--- config.mk ---
export PLATFORM = sky130hd
export DESIGN_NAME = piso_shift_tx
export DESIGN_NICKNAME = d
export VERILOG_FILES = /design/src/rtl/piso_shift_tx.sv
export SDC_FILE = /design/constraint.sdc
export NUM_CORES = 1
export LEC_CHECK = 0
export ABC_AREA = 1
export CORE_MARGIN = 2
export CORE_UTILIZATION = 35
export CTS_CLUSTER_DIAMETER = 60
export CTS_CLUSTER_SIZE = 10
export DETAILED_ROUTE_END_ITERATION = 10
export DONT_BUFFER_PORTS = 1
export HOLD_SLACK_MARGIN = 0.08
export PLACE_DENSITY = 0.54
export SLEW_MARGIN = 20
export SYNTH_ARGS = -nofsm -noshare
export SYNTH_HDL_FRONTEND = slang
export SYNTH_SLANG_ARGS = --single-unit
--- constraint.sdc ---
create_clock -name clk -period 1.9 [get_ports clk]
set_clock_uncertainty 0.1 [all_clocks]
set_input_delay 0.475 -clock clk [delete_from_list [all_inputs] [get_ports clk]]
set_output_delay 0.475 -clock clk [all_outputs]
set_load 0.02 [all_outputs]
--- src/rtl/piso_shift_tx.sv ---
// piso_shift_tx: parallel-in / serial-out transmitter for the serial shift link.
// A word is accepted over a valid/ready handshake and sent one bit per clock,
// MSB or LSB first, with sof/done framing. Back-to-back words are sent without
// gaps because a new word can be loaded on the same edge that retires the last bit.
module piso_shift_tx #(
    parameter int WIDTH     = 8,
    parameter bit MSB_FIRST = 1'b1
) (
    input  logic             clk,
    input  logic             rst_n,
    input  logic [WIDTH-1:0] in_data,
    input  logic             in_valid,
    output logic             in_ready,
    output logic             d_out,
    output logic             d_valid,
    output logic             sof,
    output logic             done,
    output logic             busy
);

    localparam int             CNT_W    = (WIDTH > 2) ? $clog2(WIDTH) : 1;
    localparam logic [CNT_W-1:0] LAST_CNT = CNT_W'(WIDTH - 1);

    typedef enum logic {
        ST_IDLE  = 1'b0,
        ST_SHIFT = 1'b1
    } state_t;

    state_t           r_state;
    state_t           w_state_nxt;
    logic [WIDTH-1:0] r_sreg;
    logic [WIDTH-1:0] w_sreg_nxt;
    logic [CNT_W-1:0] r_bit_cnt;
    logic [CNT_W-1:0] w_bit_cnt_nxt;
    logic             w_shifting;
    logic             w_last;
    logic             w_xfer;

    assign w_shifting = (r_state == ST_SHIFT);
    assign w_last     = w_shifting && (r_bit_cnt == LAST_CNT);

    // Ready while idle, or on the last bit so the next word follows gaplessly.
    // It deliberately never looks at in_valid.
    assign in_ready = (r_state == ST_IDLE) || w_last;
    assign w_xfer   = in_valid && in_ready;

    // Outputs are decoded from registered state only; no input reaches them.
    assign d_valid = w_shifting;
    assign busy    = w_shifting;
    assign sof     = w_shifting && (r_bit_cnt == '0);
    assign done    = w_last;
    assign d_out   = w_shifting && (MSB_FIRST ? r_sreg[WIDTH-1] : r_sreg[0]);

    // Next-state, shift-register and bit-counter decode.
    always_comb begin
        // NOTE: every signal gets a default before the case so no path leaves it unassigned (no latch).
        w_state_nxt   = r_state;
        w_sreg_nxt    = r_sreg;
        w_bit_cnt_nxt = r_bit_cnt;
        case (r_state)
            ST_IDLE: begin
                if (w_xfer) begin
                    w_state_nxt   = ST_SHIFT;
                    w_sreg_nxt    = in_data;
                    w_bit_cnt_nxt = '0;
                end
            end
            ST_SHIFT: begin
                if (w_last) begin
                    if (w_xfer) begin
                        w_sreg_nxt    = in_data;
                        w_bit_cnt_nxt = '0;
                    end else begin
                        w_state_nxt   = ST_IDLE;
                        w_sreg_nxt    = '0;
                        w_bit_cnt_nxt = '0;
                    end
                end else begin
                    w_bit_cnt_nxt = r_bit_cnt + 1'b1;
                    if (MSB_FIRST) begin
                        w_sreg_nxt = {r_sreg[WIDTH-2:0], 1'b0};
                    end else begin
                        w_sreg_nxt = {1'b0, r_sreg[WIDTH-1:1]};
                    end
                end
            end
            default: begin
                w_state_nxt   = ST_IDLE;
                w_sreg_nxt    = '0;
                w_bit_cnt_nxt = '0;
            end
        endcase
    end

    // State, shift register and counter; reset aborts any word in flight.
    always_ff @(posedge clk or negedge rst_n) begin
        if (!rst_n) begin
            r_state   <= ST_IDLE;
            r_sreg    <= '0;
            r_bit_cnt <= '0;
        end else begin
            // NOTE: non-blocking assignments so all registers update from the same pre-edge values.
            r_state   <= w_state_nxt;
            r_sreg    <= w_sreg_nxt;
            r_bit_cnt <= w_bit_cnt_nxt;
        end
    end

endmodule

* Word-level counts from Yosys, hierarchy flattened
Index checks and enable logic that the tools add are counted.
** Storage, ports and cells
- Word-level logic and storage cells :: 23
- Bits of input ports :: 11
- Latch bits :: 0
- Memory bits (writable) :: 0
- Memories kept :: 0
- Output and inout bits :: 6
- Register bits after elaboration :: 12
- Bits in read-only memories :: 0
** Cells by class
- Reduce and logical (&&, ||, !) cells :: 6
- Bitwise logic cells :: 1
- Multiplexer cells :: 10
- Multipliers :: 0
- Equal/unequal tests :: 2
- Add/subtract/negate cells :: 1
- Divide/modulo/power cells :: 0
- Shift-type cells :: 0
- Order comparisons :: 0
** Operators with widths (count)
- two-way mux 8 bit :: 3
- case mux 8 bit (2 select lines) :: 1
- two-way mux 3 bit :: 2
- case mux 3 bit (2 select lines) :: 1
- logical AND 1 bit :: 4
- adder 3 x 1 -> 3 bit (second input constant) :: 1
- equality test 3 bit (second input constant) :: 1
- logical NOT 3 bit :: 1
- two-way mux 1 bit :: 2
- != test 2 bit (second input constant) :: 1
- case mux 1 bit (2 select lines) :: 1
- logical OR 1 bit :: 1
- inverter 1 bit :: 1

* Logic depth before layout (Yosys ltp)
Gate-level depths: netlist of the first run.
- Word-level depth :: 7
- Depth in mapped cells :: 7
- Depth with buffers taken out :: 7

* Least setup slack after synthesis of the first run
No wires, ideal clock.
- Path kind :: register to output
- Start point :: reg r_bit_cnt[0]
- End point :: out in_ready
- Required time :: 1325 ps
- Stages on the path, launching flop included :: 5
- Slack :: 203 ps
- Arrival time :: 1122 ps
- Path buffers :: 0
- Cell sequence :: dfrtp_1 > ha_1 > ha_1 > clkinv_1 > nand2_1
** On the way
- Word-level cells in the longest chain between the ends :: 3
** RTL lines
- from (decl) :: line 33 : logic [CNT_W-1:0] r_bit_cnt;
- from (signal assigned) :: line 105 : r_bit_cnt <= w_bit_cnt_nxt;
- equality test 3 bit :: line 40 : assign w_last = w_shifting && (r_bit_cnt == LAST_CNT);
- logical AND 1 bit :: line 40
- logical OR 1 bit :: line 44 : assign in_ready = (r_state == ST_IDLE) || w_last;
- to (decl) :: line 13 : output logic in_ready,
No other way between the ends.

* Worst setup path after layout of the first run
Same ends and word-level chain as after synthesis.

==> impl_metrics.tcl, run 1 <==
set metrics [dict create \
    holdCritPathClass "in2reg" \
    grtUsageTotal_pct 13.6 \
    irDropWorstVdd_mv 0.553 \
    gp_congestion 0.743 \
    drtIter0Drc 8 \
    critPathSlowestCell "dfrtp_1" \
    regArea_um2 300 \
    end_kind "primary output" \
    placed_cells 119 \
    cap_violations 0 \
    vias 566 \
    drive_gt1_share_pct 15.2 \
    syn_area_um2 678 \
    slew_headroom_pct 64.3 \
    hold_violations 0 \
    clk_path_buf_depth 2 \
    yosysWarningCount 0 \
    io_buffers 0 \
    clk_pin_slew_ns 0.07 \
    wl_mm 1.28 \
    die_w_um 48.0 \
    clock_latency_ns 0.27 \
    die-area_um2 2310 \
    path_class "reg2out" \
    n_antenna_cell 0 \
    synth_cell_types 15 \
    period_needed_ns 1.81 \
    cp.arrival_ns 1.24 \
    layout.nets 115 \
    antenna_found_initial 0 \
    place_worst_setup_slack_ns 0.274 \
    worst_pin_slew_ns 0.534 \
    dp_hpwl_um 925 \
    slew_violations 0 \
    start_kind "flip-flop" \
    synth_nets 107 \
    cts_buffers 3 \
    vias_per_cell 4.56 \
    fp.dieH_um 48.0 \
    cts_max_level 1 \
    clock.fmax_mhz 552 \
    ys_seq_area_share_pct 44.3 \
    synth_cells 93 \
    p_leak_nw 0.447 \
    layout_commonest_cell "nor2_1" \
    grt-ovfl-total 0 \
    cts_root_buf "clkbuf_4" \
    mostFrequentLayoutCells "22 x nor2_1, 17 x nand2_1, 12 x dfrtp_1" \
    multi_input_area_um2 304 \
    ys_seq_elements 12 \
    critPathMaxStageDelay_ns 0.41 \
    avgSynthCellArea_um2 7.29 \
    antenna_left 0 \
    path_cells "ha_1 > ha_2 > inv_2 > nand2_4" \
    rsz0062_at_grt "false" \
    worstPathRequired_ns 1.32 \
    fp-row-count 15 \
    power.density_nw_per_um2 1450 \
    area_growth_pct 12.9 \
    avgRoutedWirePerCell_um 10.3 \
    p_total_mw 1.11 \
    grt_pass1_vias 449 \
    post-route-worst-setup-slack_ns 0.0889 \
    ios 17 \
    crit_fanout 4 \
    grt_start_max_net_pins 16 \
    period_share_pct 95.3 \
    fill_cells 193 \
    setup_tns_ns 0 \
    finalSetupViolCount 0 \
    cts_tree "done" \
    clkSinkCount 12 \
    dr.pass1.iters 4 \
    status "finished clean" \
    start_util_pct 38.0 \
    finalNonFillerCells 124 \
    drc 0 \
    coreArea_um2 1780 \
    grt_pass1_wl_mm 2.10 \
]
[path summary, 6_finish.rpt]
path	from	end	slack [ns]	cells past startpoint
setup reg to reg	busy	r_sreg[6]	0.37	6
hold reg to reg	r_sreg[0]	r_sreg[0]	0.39	2
max in group asynchronous	rst_n	r_sreg[5]	0.83	1
setup / recovery	r_bit_cnt[0]	in_ready	0.09	4
min in group asynchronous	rst_n	r_sreg[1]	0.52	1
hold / removal	in_valid	busy	0.20	2
[Yosys cell counts]
cell type | count | area [um2]
ha_1 | 3 | 37.5
nand2_1 | 18 | 67.6
nand3_1 | 10 | 50.1
inv_1 | 12 | 45.0
nor2_4 | 1 | 11.3
a21oi_1 | 7 | 35.0
nor2_1 | 22 | 82.6
buf_2 | 1 | 5.00
clkinv_1 | 1 | 3.75
o21ai_0 | 1 | 5.00
buf_6 | 1 | 11.3
inv_2 | 1 | 3.75
o21ai_1 | 1 | 5.00
buf_4 | 2 | 15.0
dfrtp_1 | 12 | 300
[per-layer routing]
metal	vias to the layer above	global-route usage [%]	wire (um)
li1	298	-	-
met1	253	19.1	671
met2	11	18.7	546
met3	4	3.40	28
met4	0	8.11	31
met5	-	0	0
[cell type report]
cell class              count  area share, %
clock buffers               3           2.94
flip-flops and latches     12           39.2
multi-input cells          63           39.7
repair buffers              7           7.19
well taps                  25           4.08
inverters                  14           6.86
[flip-flops by register name (all words and copies together), names as in the netlist]
name / cells
r_sreg: 8
busy: 1
r_bit_cnt: 3
[stage by stage]
stage	hold slack (ns)	utilization (%)	area [um2]
global placement	0.0797	40.1	716
CTS	0.198	42.1	751
detailed placement	0.0797	40.1	716
finish	0.204	42.9	766
floorplan	0.0794	-	678
global route	0.226	42.9	766
[power breakdown]
group	internal, mW	total [mW]	switching, mW	leakage (nW)
clock	0.0733	0.153	0.0798	0.0138
combinational	0.214	0.524	0.310	0.283
sequential	0.359	0.432	0.0724	0.150
total	0.647	1.11	0.462	0.447
[what timing repair did]
item,in CTS,in global routing
gates resized for setup,1,4
hold buffers,1,0
setup endpoints to repair,1,2
endpoints found under the hold margin,12,0
buffers inserted,0,1
[cells by family (layout without fill, tap and decap cells)]
family	Yosys count	count (layout)	synth area share [%]
buffers and inverters	18	24	12.4
AOI/OAI and AO/OA	9	9	6.64
adders and majority gates	3	3	5.54
DFF	12	12	44.3
and+or+nand+nor	51	51	31.2
[critical path: cells and delay by family (launching register included)]
family,cells,cell delay [ns]
DFF,1,0.41
buffers and inverters,1,0.07
adders and majority gates,2,0.40
and+or+nand+nor,1,0.08
(Power assumes the default switching activity.)
==> run 2, diff against run 1 <==
SKIP_LAST_GASP = 1   (was default)
==> run 2 against run 1 <==
  * Core utilization decreased by 0.14 points
  * Clock-buffer cell count unchanged
  * Die area stayed put
  * Sequential power is essentially flat
  * Largest power group unchanged
  * Hold slack better by 0.0014 ns
  * Via count unchanged
  * Setup slack got worse by 0.032 ns
  * Sequential cell count unchanged
  * Clock power barely moved
==> impl_metrics.tcl, run 2 (synthesis gave the netlist of run 1 again) <==
set metrics [dict create \
    drive_gt1_share_pct 14.1 \
    antenna_left 0 \
    grt_pass1_vias 449 \
    die-area_um2 2310 \
    layout.nets 115 \
    coreArea_um2 1780 \
    largest_reg_flops 8 \
    critPathSlowestCell "dfrtp_1" \
    power.density_nw_per_um2 1450 \
    gp_congestion 0.743 \
    post-route-worst-setup-slack_ns 0.0565 \
    clkSinkCount 12 \
    p_leak_nw 0.449 \
    place_worst_setup_slack_ns 0.274 \
    slew_violations 0 \
    finalSetupViolCount 0 \
    critPathTopFamily "adder cells" \
    fp-row-count 15 \
    avgRoutedWirePerCell_um 10.2 \
    clk_path_buf_depth 2 \
    switching_power_uw 460 \
    placed_area_um2 716 \
    ios 17 \
    cts_buffers 3 \
    start_kind "flip-flop" \
    dp_hpwl_um 925 \
    grt_start_max_net_pins 16 \
    worstPathRequired_ns 1.32 \
    drtIter0Drc 6 \
    start_util_pct 38.0 \
    crit_fanout 4 \
    end_kind "primary output" \
    grt-ovfl-total 0 \
    p_clk_share_pct 13.8 \
    hold_violations 0 \
    holdCritPathClass "in2reg" \
    crit_path_frequent_cell "ha_1" \
    grt_pass1_wl_mm 2.10 \
    clk_pin_slew_ns 0.07 \
    vias_per_cell 4.56 \
    fp.dieH_um 48.0 \
    worst_pin_slew_ns 0.535 \
    cp.arrival_ns 1.27 \
    status "finished clean" \
    area_growth_pct 12.5 \
    mostFrequentLayoutCells "22 x nor2_1, 17 x nand2_1, 12 x dfrtp_1" \
    grtUsageTotal_pct 13.6 \
    wl_mm 1.27 \
    path_cells "ha_1 > ha_1 > inv_2 > nand2_4" \
    swShare_pct 41.7 \
    layout_commonest_cell "nor2_1" \
    cts_root_buf "clkbuf_4" \
    n_antenna_cell 0 \
    drc 0 \
    cap_violations 0 \
    clock_latency_ns 0.27 \
    critPathMaxStageDelay_ns 0.41 \
    placed_cells 119 \
    slew_headroom_pct 64.2 \
    postLayoutCellArea_um2 763 \
    dr.pass1.iters 4 \
    cts_max_level 1 \
    cts_tree "done" \
    finalNonFillerCells 124 \
    p_int_uw 644 \
    antenna_found_initial 0 \
    path_class "reg2out" \
    clock.fmax_mhz 542 \
    largest_register "r_sreg" \
    cp_num_buf_inv 1 \
    fill_cells 193 \
    irDropWorstVdd_mv 0.550 \
    seq_power_share_pct 39.1 \
    period_needed_ns 1.84 \
    io_buffers 0 \
    period_share_pct 97.0 \
    rsz0062_at_grt "true" \
    vias 566 \
    pwr-share-comb_pct 47.1 \
    die_w_um 48.0 \
]
==> run 2: cell counts in the layout (fill, tap and decap cells not counted) <==
No cell type changed its count.
==> run 2: metal layers <==
metal | part of all wire, % | track usage [%] | vias up | wire (um)
li1 | - | - | 297 | -
met2 | 43 | 18.7 | 15 | 546
met1 | 51 | 19.1 | 250 | 652
met3 | 3.1 | 3.40 | 4 | 40
met4 | 2.4 | 8.11 | 0 | 31
met5 | 0 | 0 | - | 0
==> run 2: timing repair <==
item                                    CTS  global route
endpoints found under the setup margin    1             2
hold endpoints to repair                 12             0
buffers inserted                          0             1
hold buffers                              1             0
resized for setup                         1             3
cloned                                    0             0
==> run 2: worst paths after layout <==
path	start	to	slack (ns)	depth (start not counted)
min in group asynchronous	rst_n	r_sreg[1]	0.52	1
setup / recovery	r_bit_cnt[0]	in_ready	0.06	4
max in group asynchronous	rst_n	r_sreg[5]	0.83	1
setup reg to reg	busy	r_sreg[3]	0.36	6
hold reg to reg	r_sreg[0]	r_sreg[0]	0.39	2
hold / removal	in_valid	busy	0.20	2
==> run 2: final cells by class <==
cell class,instances,area [um2],share of cell area [%]
sequential,12,300,39.3
multi-input combinational,63,302,39.5
inverter,14,52.6,6.89
clock buffer,3,22.5,2.95
timing repair buffer,7,55.1,7.21
tap,25,31.3,4.10
==> run 2: power by group through the flow <==
stage / registers (mW) / clock network [mW] / logic [mW]
detailed placement: 0.435 / 0 / 0.494
global placement: 0.429 / 0 / 0.485
floorplan: 0.422 / 0 / 0.400
finish: 0.431 / 0.152 / 0.520
global route: 0.444 / 0.173 / 0.610
CTS: 0.430 / 0.160 / 0.506
==> run 2: stage by stage <==
step                setup TNS, ns  power, mW  util [%]  hold WS (ns)
detailed placement              0      0.929      40.1        0.0797
global placement                0      0.915      40.1        0.0797
CTS                             0       1.10      42.1         0.198
finish                          0       1.10      42.8         0.205
global route              -0.0144       1.23      42.8         0.226
floorplan                       0      0.822         -        0.0794
==> run 3, diff against run 2 <==
CORE_ASPECT_RATIO = 0.75   (was default)
RECOVER_POWER = 50   (was default)
==> run 3 against run 2 <==
  * First-iteration DRC count rose by 67%
  * Clock-buffer cell count rose by 1
  * Core utilization rose by 0.59 points
  * Via count fell by 1.2%
  * Cell count fell by 2.4%
  * Setup slack got worse by 0.0091 ns
  * Register-to-register slack barely moved
  * Critical path depth did not move
  * Non-clock buffer count fell by 1
  * Total power rose by 5.4%
  * Hold slack improved by 0.010 ns
  * Critical path type unchanged
  * Largest power group unchanged
==> impl_metrics.tcl, run 3 (synthesis gave the netlist of run 1 again) <==
set metrics [dict create \
    cts_root_buf "clkbuf_4" \
    period_needed_ns 1.85 \
    grt_start_max_net_pins 16 \
    fp.dieH_um 42.1 \
    antenna_left 0 \
    n_antenna_cell 0 \
    cts_buffers 3 \
    gp_congestion 0.690 \
    layout.nets 114 \
    holdCritPathClass "in2reg" \
    slew_headroom_pct 62.6 \
    drtIter0Drc 10 \
    drc 0 \
    status "finished clean" \
    largest_reg_flops 8 \
    wl_mm 1.41 \
    start_util_pct 38.2 \
    path_class "reg2out" \
    hold_depth 2 \
    vias 559 \
    vias_per_cell 4.62 \
    cp.arrival_ns 1.28 \
    fill_cells 182 \
    start_kind "flip-flop" \
    slew_violations 0 \
    cts_tree "done" \
    grtUsageTotal_pct 13.6 \
    min_to "busy" \
    clk_path_buf_depth 2 \
    irDropWorstVdd_mv 0.656 \
    coreArea_um2 1770 \
    postLayoutCellArea_um2 769 \
    antenna_found_initial 0 \
    dp_hpwl_um 975 \
    holdCritStartpoint "in_valid" \
    rsz0062_at_grt "true" \
    clock.fmax_mhz 540 \
    crit_fanout 4 \
    grt-ovfl-total 0 \
    worst_pin_slew_ns 0.559 \
    clkSinkCount 12 \
    period_share_pct 97.5 \
    largest_register "r_sreg" \
    end_kind "primary output" \
    cts_max_level 1 \
    area_growth_pct 13.5 \
    clock_latency_ns 0.28 \
    layout_commonest_cell "nor2_1" \
    fin_util_pct 43.4 \
    r2r-start "r_bit_cnt[0]" \
    p_leak_nw 0.449 \
    power.density_nw_per_um2 1510 \
    die-area_um2 2310 \
    finalSetupViolCount 0 \
    ios 17 \
    fp-row-count 13 \
    drive_gt1_share_pct 16.2 \
    dr.pass1.iters 4 \
    clk_pin_slew_ns 0.08 \
    avgRoutedWirePerCell_um 11.7 \
    hold_violations 0 \
    io_buffers 0 \
    timing.rr.end "r_sreg[6]" \
    worstPathRequired_ns 1.32 \
    placed_area_um2 712 \
    grt_pass1_vias 498 \
    reg2regPathDepth 6 \
    die_w_um 54.8 \
    cap_violations 0 \
    reg2reg_slack_ns 0.37 \
    mostFrequentLayoutCells "22 x nor2_1, 17 x nand2_1, 11 x inv_1, 11 x dfrtp_1, 10 x nand3_1" \
    grt_pass1_wl_mm 2.24 \
]
-- run 3: cell count changes in the layout (fill, tap and decap cells not counted) --
cell	previous run	this run
dfrtp_2	0	1
buf_4	6	5
clkbuf_8	0	1
ha_1	3	2
dfrtp_1	12	11
ha_2	0	1
-- run 3: worst max-delay path by stage --
stage | from | to | slack [ns]
6_report | r_bit_cnt[0] | in_ready | 0.05
5_1_grt | r_bit_cnt[0] | in_ready | -0.03
4_1_cts | r_bit_cnt[0] | in_ready | 0.02
3_5_place_dp | r_bit_cnt[0] | in_ready | 0.29
3_3_place_gp | r_bit_cnt[0] | in_ready | 0.30
2_1_floorplan | r_bit_cnt[0] | in_ready | 0.20
-- run 3: timing repair --
action                                 CTS  global route
hold buffers                             1             0
gates resized for setup                  1             5
endpoints found under the hold margin   12             0
setup endpoints to repair                1             4
buffers inserted                         0             0
-- run 3: through the flow --
stage / hold WS (ns) / std cells / setup TNS (ns) / power (mW) / setup slack (ns)
2_1_floorplan: 0.0794 / 93 / 0 / 0.822 / 0.203
3_3_place_gp: 0.0796 / 116 / 0 / 0.917 / 0.304
3_5_place_dp: 0.0796 / 116 / 0 / 0.932 / 0.290
4_1_cts: 0.206 / 121 / 0 / 1.15 / 0.0218
5_1_grt: 0.209 / 121 / -0.0581 / 1.28 / -0.0285
6_report: 0.215 / 121 / 0 / 1.16 / 0.0474
-- run 3: critical path: stages, from the launching register on --
cell,delay [ns]
dfrtp_1,0.41
ha_1,0.23
ha_2,0.20
inv_2,0.08
nand2_4,0.08
-- run 3: area by class of cell --
class / instances / area, um2 / area share [%]
Tap cell: 22 / 27.5 / 3.58
Inverter: 14 / 52.6 / 6.83
Clock buffer: 4 / 36.3 / 4.72
Multi-Input combinational cell: 63 / 304 / 39.5
Timing Repair Buffer: 6 / 47.5 / 6.18
Sequential cell: 12 / 302 / 39.2
-- run 3: where the power goes --
part / internal, mW / switching, mW
registers: 0.360 / 0.0803
clock network: 0.117 / 0.0906
logic: 0.205 / 0.310
total: 0.682 / 0.481
-- run 3: routing by layer --
layer	part of all wire, %	wire length, um	track usage (%)
met1	48	681	19.6
met2	47	664	18.8
met3	4.8	68	5.36
met4	0	0	3.00
met5	0	0	0
